[config.mk]
export PLATFORM = sky130hd
export DESIGN_NAME = feet_bcd_formatter
export DESIGN_NICKNAME = d
export VERILOG_FILES = /design/src/rtl/feet_bcd_formatter.sv
export SDC_FILE = /design/constraint.sdc
export NUM_CORES = 1
export LEC_CHECK = 0
export CORE_MARGIN = 2
export CORE_UTILIZATION = 35
export DETAILED_ROUTE_END_ITERATION = 10
export GPL_TIMING_DRIVEN = 0
export PLACE_DENSITY = 0.55
export RECOVER_POWER = 50
export SETUP_SLACK_MARGIN = 0.5
export SLEW_MARGIN = 25
export SYNTH_ARGS = -nofsm -noshare
export SYNTH_HDL_FRONTEND = slang
export SYNTH_SLANG_ARGS = --single-unit
[constraint.sdc]
create_clock -name clk -period 2.75 [get_ports clk]
set_input_delay 0.4125 -clock clk [delete_from_list [all_inputs] [get_ports clk]]
set_output_delay 0.4125 -clock clk [all_outputs]
set_load 0.05 [all_outputs]
[src/rtl/feet_bcd_formatter.sv]
// rtl/feet_bcd_formatter.sv - Q(INT_W).4 feet value to packed BCD integer digits plus a tenths digit
module feet_bcd_formatter #(
  parameter int INT_W   = 14,
  parameter int NUM_DIG = 5
) (
  input  logic                   clk,
  input  logic                   rst_n,
  input  logic [INT_W+3:0]       feet_in,
  input  logic                   in_valid,
  output logic                   in_ready,
  output logic [4*NUM_DIG-1:0]   bcd_int,
  output logic [3:0]             bcd_tenth,
  output logic                   out_valid,
  input  logic                   out_ready,
  output logic                   busy
);

  localparam int CNT_W = $clog2(INT_W + 1);
  localparam int BCD_W = 4 * NUM_DIG;

  typedef enum logic [1:0] {IDLE, CONV, DONE} state_t;

  state_t             state_q, state_d;
  logic [INT_W-1:0]   int_q, int_d;             // integer bits still to be shifted in
  logic [BCD_W-1:0]   work_q, work_d;           // double-dabble working digits
  logic [CNT_W-1:0]   cnt_q, cnt_d;             // shifts completed so far
  logic [3:0]         tenth_work_q, tenth_work_d;
  logic [BCD_W-1:0]   bcd_int_q, bcd_int_d;     // published result, held until next DONE entry
  logic [3:0]         bcd_tenth_q, bcd_tenth_d;

  logic [7:0]         frac_x10;
  logic [BCD_W-1:0]   adj;
  logic [BCD_W-1:0]   shifted;
  logic               last_shift;

  // State and datapath registers with asynchronous clear
  always_ff @(posedge clk or negedge rst_n) begin
    if (!rst_n) begin
      state_q      <= IDLE;
      int_q        <= '0;
      work_q       <= '0;
      cnt_q        <= '0;
      tenth_work_q <= '0;
      bcd_int_q    <= '0;
      bcd_tenth_q  <= '0;
    end else begin
      state_q      <= state_d;
      int_q        <= int_d;
      work_q       <= work_d;
      cnt_q        <= cnt_d;
      tenth_work_q <= tenth_work_d;
      bcd_int_q    <= bcd_int_d;
      bcd_tenth_q  <= bcd_tenth_d;
    end
  end

  assign last_shift = (cnt_q == CNT_W'(INT_W - 1));

  // Next-state: accept in IDLE, one shift per CONV cycle, hold DONE until the consumer takes it
  always_comb begin
    state_d = state_q;
    case (state_q)
      IDLE:    if (in_valid)   state_d = CONV;
      CONV:    if (last_shift) state_d = DONE;
      DONE:    if (out_ready)  state_d = IDLE;
      default:                 state_d = IDLE;
    endcase
  end

  // Datapath: capture, add-3 then shift, publish the finished digits on the final shift
  always_comb begin
    frac_x10     = 8'({4'b0000, feet_in[3:0]} * 8'd10);
    adj          = work_q;
    for (int i = 0; i < NUM_DIG; i++) begin
      if (work_q[4*i +: 4] >= 4'd5) adj[4*i +: 4] = work_q[4*i +: 4] + 4'd3;
    end
    shifted      = {adj[BCD_W-2:0], int_q[INT_W-1]};

    int_d        = int_q;
    work_d       = work_q;
    cnt_d        = cnt_q;
    tenth_work_d = tenth_work_q;
    bcd_int_d    = bcd_int_q;
    bcd_tenth_d  = bcd_tenth_q;

    case (state_q)
      IDLE: begin
        if (in_valid) begin
          int_d        = feet_in[INT_W+3:4];
          work_d       = '0;
          cnt_d        = '0;
          // floor(frac * 10 / 16): the top nibble of frac*10
          tenth_work_d = frac_x10[7:4];
        end
      end
      CONV: begin
        work_d = shifted;
        int_d  = {int_q[INT_W-2:0], 1'b0};
        cnt_d  = last_shift ? '0 : cnt_q + CNT_W'(1);
        if (last_shift) begin
          bcd_int_d   = shifted;
          bcd_tenth_d = tenth_work_q;
        end
      end
      default: ;
    endcase
  end

  // Outputs decoded purely from state and registers
  always_comb begin
    in_ready  = (state_q == IDLE);
    busy      = (state_q == CONV);
    out_valid = (state_q == DONE);
    bcd_int   = bcd_int_q;
    bcd_tenth = bcd_tenth_q;
  end

endmodule

== Word-level counts from Yosys, hierarchy flattened ==
Index checks and enable logic that the tools add are counted.
Word-level totals
  output and inout bits: 27
  register bits after elaboration: 68
  bits of input ports: 22
Operators by class
  reduce and logical (&&, ||, !) cells: 6
  multipliers: 1
  $add $sub $neg: 6
  $lt $le $gt $ge: 5
  mux-type cells: 16
  equal/unequal tests: 6
Operators by type and width (count)
  one-hot mux 20 bit (2 select lines): 1
  one-hot mux 14 bit (2 select lines): 1
  2-to-1 mux 4 bit: 6
  greater-or-equal comparator 4 x 3 -> 1 bit (second input constant): 5
  2-to-1 mux 20 bit: 1
  adder 4 x 2 -> 4 bit (second input constant): 4
  2-to-1 mux 14 bit: 1
  one-hot mux 4 bit (2 select lines): 1
  multiplier 4 x 3 -> 7 bit (second input constant): 1
  2-to-1 mux 2 bit: 3
  one-hot mux 2 bit (3 select lines): 1
  AND reduction 2 bit: 3
  adder 4 x 1 -> 4 bit (second input constant): 1
  == test 4 bit (second input constant): 1
  != test 2 x 1 -> 1 bit (second input constant): 2
  adder 3 x 2 -> 3 bit (second input constant): 1
  2-to-1 mux 3 bit: 1
  AND reduction 3 bit: 1
  == test 2 x 1 -> 1 bit (second input constant): 1
  == test 2 bit (second input constant): 1
  logical NOT 2 bit: 1
  != test 2 bit (second input constant): 1
  nonzero test 2 bit: 1

== Logic depth before layout (Yosys ltp) ==
Gate-level depths: netlist (run 1).
  depth after elaboration: 3
  depth in mapped cells: 8

== Worst setup path before layout (run 1) ==
OpenSTA, ideal clock, no wires.
  path kind: flip-flop to flip-flop
  from: register state_q[0]
  to: register int_q[7]
  cell stages (with the launch flop): 7
  setup time: 82 ps
  buffers on the path: 2
  slack: 1132 ps
  arrival: 1536 ps
  required time: 2668 ps
  path through: dfrtp_1 > nor2_2 > and2_1 > buf_4 > buf_6 > nand2_1 > a31oi_1
On the way
  cells in the longest elaborated chain, start to end: 3
  elaborated cells between the ends (all ways): 6
Ends and longest elaborated chain
  start: declaration: line 23  | state_t state_q, state_d;
  start signal: assignment: line 47  | state_q <= state_d;
  logical NOT 2 bit *
  via in_ready: line 10  | output logic in_ready,
  != test 2 bit (no source line) / nonzero test 2 bit (equally long branches)
  AND reduction 2 bit (no source line)
  end signal: assignment: line 48  | int_q <= int_d;
  end: declaration: line 24  | logic [INT_W-1:0] int_q, int_d;
The timed path passes the listed nets; every way through them passes the cells marked *.
A chain may end at the register's enable or synchronous reset.

== Final worst setup path (run 1) ==
  from: register state_q[1]
  to: output busy
On the way
  cells in the longest elaborated chain, start to end: 1
Ends and longest elaborated chain
  == test 2 x 1 -> 1 bit: line 112  | busy = (state_q == CONV);
  end: declaration: line 15  | output logic busy
No other way between the ends.

==> summary.txt, run 1 <==
Run status
  • Outcome: complete, but fails checks
  • Violated checks: max-capacitance violations, max-slew violations

STA
  • Skew final: 0.00790 ns
  • Final cycle utilization of the critical path: between 80% and 90%
  • Final Hold Viols: 0
  • Final worst slack: about 0.47 ns
  • Fmax: 440 MHz
  • Max-slew violation count: 32
  • Fin crit period: about 2.3 ns
  • Slew of the pin with the lowest slew margin: 1.78 ns
  • RSZ-0062 raised after global routing: no
  • Max_slew headroom: -18.8%
  • Final setup fails: 0
  • WHS: 0.477 ns

Pwr
  • Net Sw Frac: a little over two fifths
  • Maximum vdd ir drop: about 0.30 mV
  • Pint: 2.75 mW
  • Part of the power in combinational logic: 46.0%
  • Part of the power in registers: 35.9%
  • Power Density: around 1200 mW/mm2
  • Clock power share: 18.2%
  • P_leak: 1.90 nW
  • Sw power: 2.01 mW

Synth
  • Count leader, synth: nand2_1
  • Avg Inst Size Synth: 10.0 um2
  • Post-synthesis cell type count: 38
  • Commonest cells in the netlist: 73 x nand2_1, 68 x dfrtp_1, 19 x o21ai_0
  • Post-synth ARST share: 100%
  • Cell Area, Synth: about 0.0033 mm2
  • Cells after Synth: 330
  • Post-synth top area cell: dfrtp_1
  • Seq/Total Area, Yosys: roughly half
  • Seq cells post-synth: 68
  • Most used DFF post-synth: dfrtp_1
  • Yosys warning total: 0
  • Synth top area share: between 50% and 60%
  • EDFF count, synth: 0
  • Syn nets: 368
  • Synth area leaders: dfrtp_1 51%, nand2_1 8.3%, ha_1 5.7%

Detailed routing
  • Via count: ~2,500
  • Vias per cell: between 4 and 5
  • Drt pass-1 iters: 4
  • Drt wl/cell: between 10 and 15 um
  • Final antenna-violating net count: 0
  • Drt drc: 0
  • Initial DRC count: between 80 and 90
  • Routed WL: 7080 um

Cells and area
  • Final nets: 428
  • Layout Cells excl Fill: 506
  • Reg area: 0.00170 mm2
  • N_diodes: 0
  • Multi-input logic area: about 0.0014 mm2
  • Share of cells above drive strength 1: 12.2%
  • Area Growth Syn to Fin: 24.6%
  • Util after Layout: 44.8%
  • Fillers: 921

Floorplan
  • Starting Density: between 30 and 40%
  • Die extent in x: 101 um
  • Io pins: 49
  • Full die area: 0.0102 mm2
  • CORE AREA: 0.00920 mm2
  • Row count: 35
  • Die height: 101 um

GRT
  • GRT Total Usage: around 15%
  • Grt total ovfl: 0
  • Initial antenna violation count: 0
  • Pin count of the biggest net entering global routing: 38
  • Vias in the first global route: 2,312
  • First-pass GRT wire length: 11,300 um

Critical path
  • Req. time, crit path: 2.34 ns
  • Worst Path Arrival: 1.86 ns
  • CP max stage delay: 0.40 ns
  • Setup crit end kind: output pin
  • CP max-delay cell: dfrtp_1
  • WP buf/inv: 3
  • Crit path launch type: register
  • Cell family with most CP delay: buffers and inverters
  • Worst path most repeated cell: buf_2
  • Setup CP Type: register to output pin
  • CP max FO: 10
  • Critical Path, Cell by Cell: nand2b_1 > inv_2 > buf_2 > buf_2

Clock network
  • TritonCTS clock tree: yes
  • H-tree depth: 3
  • CTS Root Buffer Type: clkbuf_8
  • CTS max path bufs: 2
  • Clock sinks: 68
  • Num CTS Buffers: 9
  • Count of hold-fix buffers inserted at cts: 0
  • Setup bufs post-CTS: 0
  • Worst-path clk slew: around 0.080 ns
  • Worst skew pair latency: 0.35 ns
  • Post-CTS sizing: 6

Placed design
  • Cells after DPL: 490
  • GPL Wtd Cong: 0.782
  • PortBufs: 48
  • Dpl ws: 0.399 ns
  • Hpwl dp: 5070 um

Hold path
  • Min-Delay Path Class: register to register

Run
  • Max-cap violations: 1
power groups by stage:
stage / clock [mW] / combinational [mW] / sequential (mW)
global route: 0.934 / 2.41 / 1.77
global placement: 0 / 2.19 / 1.72
floorplan: 0 / 1.24 / 2.06
detailed placement: 0 / 2.23 / 1.73
CTS: 0.894 / 2.23 / 1.71
finish: 0.864 / 2.19 / 1.71
cells in the final DEF, fill, tap and decap left out, types with 3 or more instances in the layout:
cell             netlist  layout
nand2_1               73      73
dfrtp_1               68      68
clkdlybuf4s50_1        0      44
o21ai_0               19      19
inv_1                 15      15
nor2_1                14      15
ha_1                  15      15
a21oi_1               13      13
a31oi_1               13      13
clkbuf_8               0      11
nor3b_1               10      10
a22o_1                 9       9
mux2_2                 9       9
clkbuf_1               2       8
nand2b_1               6       7
nand3_1                6       6
o21ai_1                6       6
buf_2                  7       5
xnor2_1                5       5
nor3_1                 5       5
mux2i_1                5       5
o21ai_2                4       4
buf_6                  4       3
per-stage QoR:
step                instance area (um2)  setup TNS, ns  total power [mW]
floorplan                          3300              0              3.31
global placement                   3920         -78.90              3.91
detailed placement                 3940              0              3.96
CTS                                4150              0              4.84
global route                       4120              0              5.11
finish                             4120              0              4.76
registers in the layout (all words and copies together) (netlist names):
| signal | count |
|---|---|
| cnt_q | 4 |
| state_q | 2 |
| bcd_int | 20 |
| work_q | 20 |
| bcd_tenth | 4 |
| int_q | 14 |
| tenth_work_q | 4 |
cells by family after synthesis:
family / count (synthesis) / synth area share (%)
and+or+nand+nor: 121 / 16.8
AOI/OAI and AO/OA: 74 / 14.4
DFF: 68 / 51.5
buffers and inverters: 31 / 4.92
adders and majority gates: 16 / 6.29
muxes: 14 / 4.58
xor gates and xnor gates: 6 / 1.59
area by class of cell:
type | instances | area share [%]
Buffer | 15 | 2.13
Timing Repair Buffer | 49 | 11.9
Multi-Input combinational cell | 231 | 34.7
Clock buffer | 11 | 3.68
Inverter | 16 | 1.46
Sequential cell | 68 | 41.3
Clock inverter | 5 | 1.43
Tap cell | 111 | 3.37
tightest hold or removal path: stages, from the launching register on:
cell and delay (ns):
dfrtp_1 0.35, nand2_1 0.05, nand2_1 0.05
worst paths after layout:
path | start | end | slack [ns] | depth (start not counted)
max in group asynchronous | rst_n | work_q[12] | 1.19 | 1
min reg2reg | tenth_work_q[2] | bcd_tenth[2] | 0.48 | 2
min | tenth_work_q[2] | bcd_tenth[2] | 0.48 | 2
max | state_q[1] | busy | 0.47 | 4
max reg2reg | state_q[0] | work_q[16] | 0.85 | 4
min in group asynchronous | rst_n | work_q[2] | 0.53 | 1
layer usage:
metal | vias up | part of all wire (%) | wire, um | GRT usage (%)
li1 | 1245 | - | - | -
met1 | 1190 | 50 | 3520 | 20.1
met2 | 58 | 44 | 3110 | 21.8
met3 | 11 | 4.7 | 332 | 4.14
met4 | 0 | 1.6 | 112 | 6.03
met5 | - | 0 | 0 | 0
Note: power is estimated with default switching activity, not from simulation.
==> run 2, diff against run 1 <==
==> constraint.sdc (replaced) <==
create_clock -name clk -period 2.1 [get_ports clk]
set_input_delay 0.315 -clock clk [delete_from_list [all_inputs] [get_ports clk]]
set_output_delay 0.315 -clock clk [all_outputs]
set_load 0.05 [all_outputs]
==> summary.txt, run 2 (synthesis gave the netlist of run 1 again) <==
Run status
  • Outcome: finished clean (was complete, but fails checks)

Critical path
  • CP max-delay cell: o21bai_1 (was dfrtp_1)
  • Req. time, crit path: 2.38 ns (was 2.34 ns)
  • Critical Path, Cell by Cell: o21bai_1 > clkbuf_1 > o21ai_0 > nand2_1 (was nand2b_1 > inv_2 > buf_2 > buf_2)
  • FF-to-FF setup slack: 0.28 ns (was 0.85 ns)
  • Worst Path Arrival: 2.10 ns (was 1.86 ns)
  • Setup CP Type: register to register (was register to output pin)
  • CP max FO: 10 (unchanged)
  • Crit path launch type: register (unchanged)
  • Setup crit end kind: register (was output pin)
  • CP max stage delay: 0.56 ns (was 0.40 ns)

GRT
  • Pin count of the biggest net entering global routing: 36 (was 38)
  • First-pass GRT wire length: 12,400 um (was 11,300 um)
  • Initial antenna violation count: 0 (unchanged)
  • Grt total ovfl: 0 (unchanged)
  • GRT Total Usage: 15.8% (was 14.6%)
  • Vias in the first global route: 2,509 (was 2,312)

Detailed routing
  • Drt pass-1 iters: 5 (was 4)
  • Final antenna-violating net count: 0 (unchanged)
  • Drt drc: 0 (unchanged)
  • Vias per cell: 5.00 (was 4.95)
  • Routed WL: 7620 um (was 7080 um)
  • Initial DRC count: 113 (was 83)
  • Drt wl/cell: 14.5 um (was 14.0 um)
  • Via count: 2,618 (was 2,504)

Placed design
  • PortBufs: 48 (unchanged)
  • Cells after DPL: 490 (unchanged)
  • GPL Wtd Cong: 0.807 (was 0.782)
  • Dpl ws: -0.189 ns (was 0.399 ns)
  • Hpwl dp: 5050 um (was 5070 um)

Run
  • Max-cap violations: 0 (was 1)

STA
  • Fmax: roughly 550 MHz
  • Final cycle utilization of the critical path: 86.7%
  • Max-slew violation count: 0 (was 32)
  • RSZ-0062 raised after global routing: yes (was no)
  • Setup TNS Final: 0 ns (unchanged)
  • Fin crit period: 1.82 ns
  • Final setup fails: 0 (unchanged)
  • Slew of the pin with the lowest slew margin: 0.930 ns (was 1.78 ns)
  • Final worst slack: 0.280 ns (was 0.475 ns)
  • Skew final: 0.00701 ns (was 0.00790 ns)
  • Final Hold Viols: 0 (unchanged)
  • Max_slew headroom: 38.0% (was -18.8%)

Clock network
  • Num CTS Buffers: 9 (unchanged)
  • CTS max path bufs: 2 (unchanged)
  • H-tree depth: 3 (unchanged)
  • CTS Root Buffer Type: clkbuf_8 (unchanged)
  • Worst skew pair latency: 0.34 ns (was 0.35 ns)
  • Clock sinks: 68 (unchanged)
  • TritonCTS clock tree: yes (unchanged)
  • Worst-path clk slew: 0.08 ns (about the same)

Pwr
  • Maximum vdd ir drop: 0.395 mV (was 0.297 mV)
  • Power Density: 1520 mW/mm2 (was 1160 mW/mm2)
  • Overall power: 6.70 mW (was 4.76 mW)
  • P_leak: 2.11 nW (was 1.90 nW)

Cells and area
  • Most frequent cells in the layout: 73 x nand2_1, 67 x dfrtp_1, 22 x dlygate4sd2_1 (was 73 x nand2_1, 68 x dfrtp_1, 44 x clkdlybuf4s50_1)
  • N_diodes: 0 (unchanged)
  • Final nets: 446 (was 428)
  • Fillers: 896 (was 921)
  • Share of cells above drive strength 1: 21.8% (was 12.2%)
  • Layout Cells excl Fill: 524 (was 506)
  • Area Growth Syn to Fin: 33.2% (was 24.6%)
  • Util after Layout: 47.9% (was 44.8%)
  • Most common cell after layout, fill and taps aside: nand2_1 (unchanged)

Floorplan
  • Io pins: 49 (unchanged)
  • Full die area: 0.0102 mm2 (unchanged)
  • CORE AREA: 0.00920 mm2 (unchanged)
  • Die extent in x: 101 um (unchanged)
  • Die height: 101 um (unchanged)
  • Starting Density: 35.9% (unchanged)
  • Row count: 35 (unchanged)

Hold path
  • Min-Delay Path Class: input port to register (was register to register)
==> run 2: routing by layer <==
layer  vias to the layer above  share of wire (%)  GRT usage [%]  wire, um
li1                       1283                  -              -         -
met1                      1271                 48           21.5      3680
met2                        54                 47           24.8      3570
met3                        10                3.3           3.11       249
met4                         0                1.5           6.34       118
met5                         -                  0              0         0
==> run 2: final cells by class <==
type | instances | area [um2] | area share, %
buffer | 15 | 128 | 2.90
clock buffer | 9 | 124 | 2.81
clock inverter | 7 | 98.8 | 2.24
inverter | 16 | 72.6 | 1.65
multi-input combinational | 231 | 1530 | 34.7
sequential | 68 | 1700 | 38.7
tap | 111 | 139 | 3.15
timing repair buffer | 67 | 611 | 13.9
==> run 2: metrics by stage <==
step,hold slack (ns),instance area [um2]
after floorplan,0.0194,3310
after global placement,0.450,3930
after detailed placement,0.307,3950
after CTS,0.378,4170
after global routing,0.402,4400
final,0.399,4400
==> run 2: report_power, final <==
part / leakage, nW / switching (mW) / internal [mW]
logic: 1.14 / 1.88 / 1.35
clock network: 0.110 / 0.537 / 0.677
registers: 0.862 / 0.420 / 1.84
==> run 2: worst paths after layout <==
path / to / depth (start not counted) / startpoint
max: work_q[7] / 4 / state_q[0]
min: tenth_work_q[3] / 2 / feet_in[3]
max in group asynchronous: work_q[12] / 3 / rst_n
min in group asynchronous: work_q[6] / 2 / rst_n
max reg2reg: work_q[7] / 4 / state_q[0]
min reg2reg: bcd_tenth[0] / 2 / tenth_work_q[0]
==> run 2: critical path: cells and delay by family, from the launching register on <==
| kind | cells | cell delay, ns |
|---|---|---|
| buffers and inverters | 1 | 0.47 |
| DFF | 1 | 0.44 |
| AOI/OAI and AO/OA | 2 | 0.76 |
| and+or+nand+nor | 1 | 0.09 |
==> run 2: timing repair <==
action / 4_1_cts / 5_1_grt
setup endpoints to repair: 46 / 42
resized for setup: 51 / 41
hold buffers: 1 / 0
setup buffers: 1 / 16
pin swaps: 0 / 8
endpoints found under the hold margin: 34 / 0
==> run 3, diff against run 2 <==
==> constraint.sdc (replaced) <==
create_clock -name clk -period 2.1 [get_ports clk]
set_input_delay 0.525 -clock clk [delete_from_list [all_inputs] [get_ports clk]]
set_output_delay 0.525 -clock clk [all_outputs]
set_load 0.05 [all_outputs]
==> summary.txt, run 3 (synthesis gave the netlist of run 1 again) <==
Detailed routing
  • Initial DRC count: 73 (was 113)
  • Final antenna-violating net count: 0 (unchanged)
  • Top sig layer: met4 (unchanged)
  • Vias per cell: 4.94 (was 5.00)
  • Via count: 2,568 (was 2,618)
  • Drt drc: 0 (unchanged)
  • Drt wl/cell: 14.6 um (was 14.5 um)
  • Routed WL: 7590 um (was 7620 um)
  • Met3 Wirelength: 298 um (was 249 um)
  • Routed wl met2: 3510 um (was 3570 um)
  • DRT met1 WL: 3680 um (about the same)
  • Drt pass-1 iters: 4 (was 5)

Critical path
  • Worst setup path startpoint: in_valid (was state_q[0])
  • CP max stage delay: 0.58 ns (was 0.56 ns)
  • Critical Path, Cell by Cell: dlygate4sd3_1 > o21bai_1 > clkbuf_4 > o21ai_0 > nand2_1 (was o21bai_1 > clkbuf_1 > o21ai_0 > nand2_1)
  • FF-to-FF setup slack: 0.53 ns (was 0.28 ns)
  • CP max-delay cell: dlygate4sd3_1 (was o21bai_1)
  • Crit path launch type: input port (was register)
  • Req. time, crit path: 2.38 ns (about the same)
  • R2R cell count: 8 (was 4)
  • CP max FO: 10 (unchanged)
  • Setup CP Type: input port to register (was register to register)
  • WP buf/inv: 2 (was 1)
  • Reg-to-Reg End: bcd_int[19] (was work_q[7])
  • Worst r2r src: cnt_q[1] (was state_q[0])
  • Setup crit end kind: register (unchanged)
  • Worst Path Arrival: 2.12 ns (was 2.10 ns)
  • Cell family with most CP delay: buffers and inverters (was compound AO/OA/AOI/OAI gates)

STA
  • Fin crit period: 1.85 ns (was 1.82 ns)
  • Final cycle utilization of the critical path: 87.9% (was 86.7%)
  • RSZ-0062 raised after global routing: yes (unchanged)
  • WHS: 0.379 ns (was 0.399 ns)
  • Max-slew violation count: 0 (unchanged)
  • Final setup fails: 0 (unchanged)
  • Skew final: 0.00812 ns (was 0.00701 ns)
  • Final Hold Viols: 0 (unchanged)
  • Fmax: 542 MHz (was 549 MHz)
  • Max_slew headroom: 25.2% (was 38.0%)
  • Slew of the pin with the lowest slew margin: 1.12 ns (was 0.930 ns)

Placed design
  • PortBufs: 48 (unchanged)
  • Hpwl dp: 5030 um (was 5050 um)
  • Cells after DPL: 490 (unchanged)
  • GPL Wtd Cong: 0.751 (was 0.807)

Clock network
  • Worst-path clk slew: 0.07 ns (was 0.08 ns)
  • CTS Root Buffer Type: clkbuf_8 (unchanged)
  • Num CTS Buffers: 9 (unchanged)
  • TritonCTS clock tree: yes (unchanged)
  • Clock sinks: 68 (unchanged)
  • Worst skew pair latency: 0.34 ns (about the same)
  • CTS max path bufs: 2 (unchanged)
  • H-tree depth: 3 (unchanged)
  • Count of hold-fix buffers inserted at cts: 0 (was 1)

Pwr
  • Power Density: 1510 mW/mm2 (was 1520 mW/mm2)
  • P_leak: 2.05 nW (was 2.11 nW)
  • Maximum vdd ir drop: 0.407 mV (was 0.395 mV)
  • Overall power: 6.69 mW (was 6.70 mW)

Cells and area
  • N_diodes: 0 (unchanged)
  • Area Growth Syn to Fin: 33.7% (was 33.2%)
  • Layout Cells excl Fill: 520 (was 524)
  • Most frequent cells in the layout: 65 x dfrtp_1, 62 x nand2_1, 21 x buf_2 (was 73 x nand2_1, 67 x dfrtp_1, 22 x dlygate4sd2_1)
  • Share of cells above drive strength 1: 31.1% (was 21.8%)
  • Final nets: 442 (was 446)
  • Most common cell after layout, fill and taps aside: dfrtp_1 (was nand2_1)
  • Fillers: 920 (was 896)

Floorplan
  • Io pins: 49 (unchanged)
  • Full die area: 0.0102 mm2 (unchanged)
  • Starting Density: 35.9% (unchanged)
  • Die height: 101 um (unchanged)
  • CORE AREA: 0.00920 mm2 (unchanged)
  • Die extent in x: 101 um (unchanged)
  • Row count: 35 (unchanged)

GRT
  • GRT Total Usage: 14.7% (was 15.8%)
  • Pin count of the biggest net entering global routing: 52 (was 36)
  • Initial antenna violation count: 0 (unchanged)
  • Grt total ovfl: 0 (unchanged)
  • First-pass GRT wire length: 11,600 um (was 12,400 um)
  • Vias in the first global route: 2,393 (was 2,509)

Hold path
  • Min-Delay Path Class: input port to asynchronous set/reset pin (was input port to register)

Run status
  • Outcome: finished clean (unchanged)

Run
  • Max-cap violations: 0 (unchanged)
==> run 3: final cells by class <==
| cell class | count | area, um2 | area share, % |
|---|---|---|---|
| Timing Repair Buffer | 63 | 526 | 11.9 |
| Inverter | 16 | 67.6 | 1.53 |
| Tap cell | 111 | 139 | 3.14 |
| Buffer | 15 | 145 | 3.29 |
| Clock buffer | 10 | 138 | 3.12 |
| Multi-Input combinational cell | 231 | 1610 | 36.5 |
| Sequential cell | 68 | 1710 | 38.6 |
| Clock inverter | 6 | 86.3 | 1.95 |
==> run 3: repair_timing <==
action / CTS / global route
buffers inserted: 6 / 5
pin swaps: 3 / 13
gates cloned: 0 / 3
resized for setup: 146 / 67
endpoints found under the setup margin: 56 / 52
==> run 3: worst max path at each step <==
stage / endpoint / slack [ns] / depth (start not counted)
final: work_q[3] / 0.25 / 5
after detailed placement: busy / -0.36 / 4
after global placement: tenth_work_q[0] / -1.94 / 1
after CTS: busy / 0.35 / 4
after floorplan: tenth_work_q[1] / 0.50 / 5
after global routing: work_q[19] / 0.18 / 5
==> run 3: power breakdown <==
part	internal [mW]	switching (mW)	leakage [nW]	total, mW
clock network	0.701	0.510	0.113	1.21
registers	1.84	0.443	0.860	2.29
logic	1.32	1.86	1.08	3.19
==> run 3: through the flow <==
step                      utilization [%]  setup slack [ns]  area, um2  TNS [ns]
after floorplan                         -             0.499       3340         0
after global placement               43.0             -1.94       3960   -132.15
after detailed placement             43.3            -0.363       3980    -0.598
after CTS                            46.2             0.345       4250         0
after global routing                 48.0             0.177       4420         0
final                                48.0             0.254       4420         0
==> run 3: worst reg2reg max path, cell delays in order (launching register included) <==
cell,delay (ns)
dfrtp_1,0.41
inv_1,0.07
ha_2,0.18
nand3_4,0.11
or2_4,0.28
buf_8,0.15
clkbuf_16,0.16
nand2_1,0.06
o21ai_1,0.05
==> run 3: metal layers <==
| layer | up-vias | track usage [%] |
|---|---|---|
| met3 | 10 | 2.62 |
| li1 | 1275 | - |
| met4 | 0 | 5.93 |
| met1 | 1226 | 20.8 |
| met2 | 57 | 22.5 |
| met5 | - | 0 |
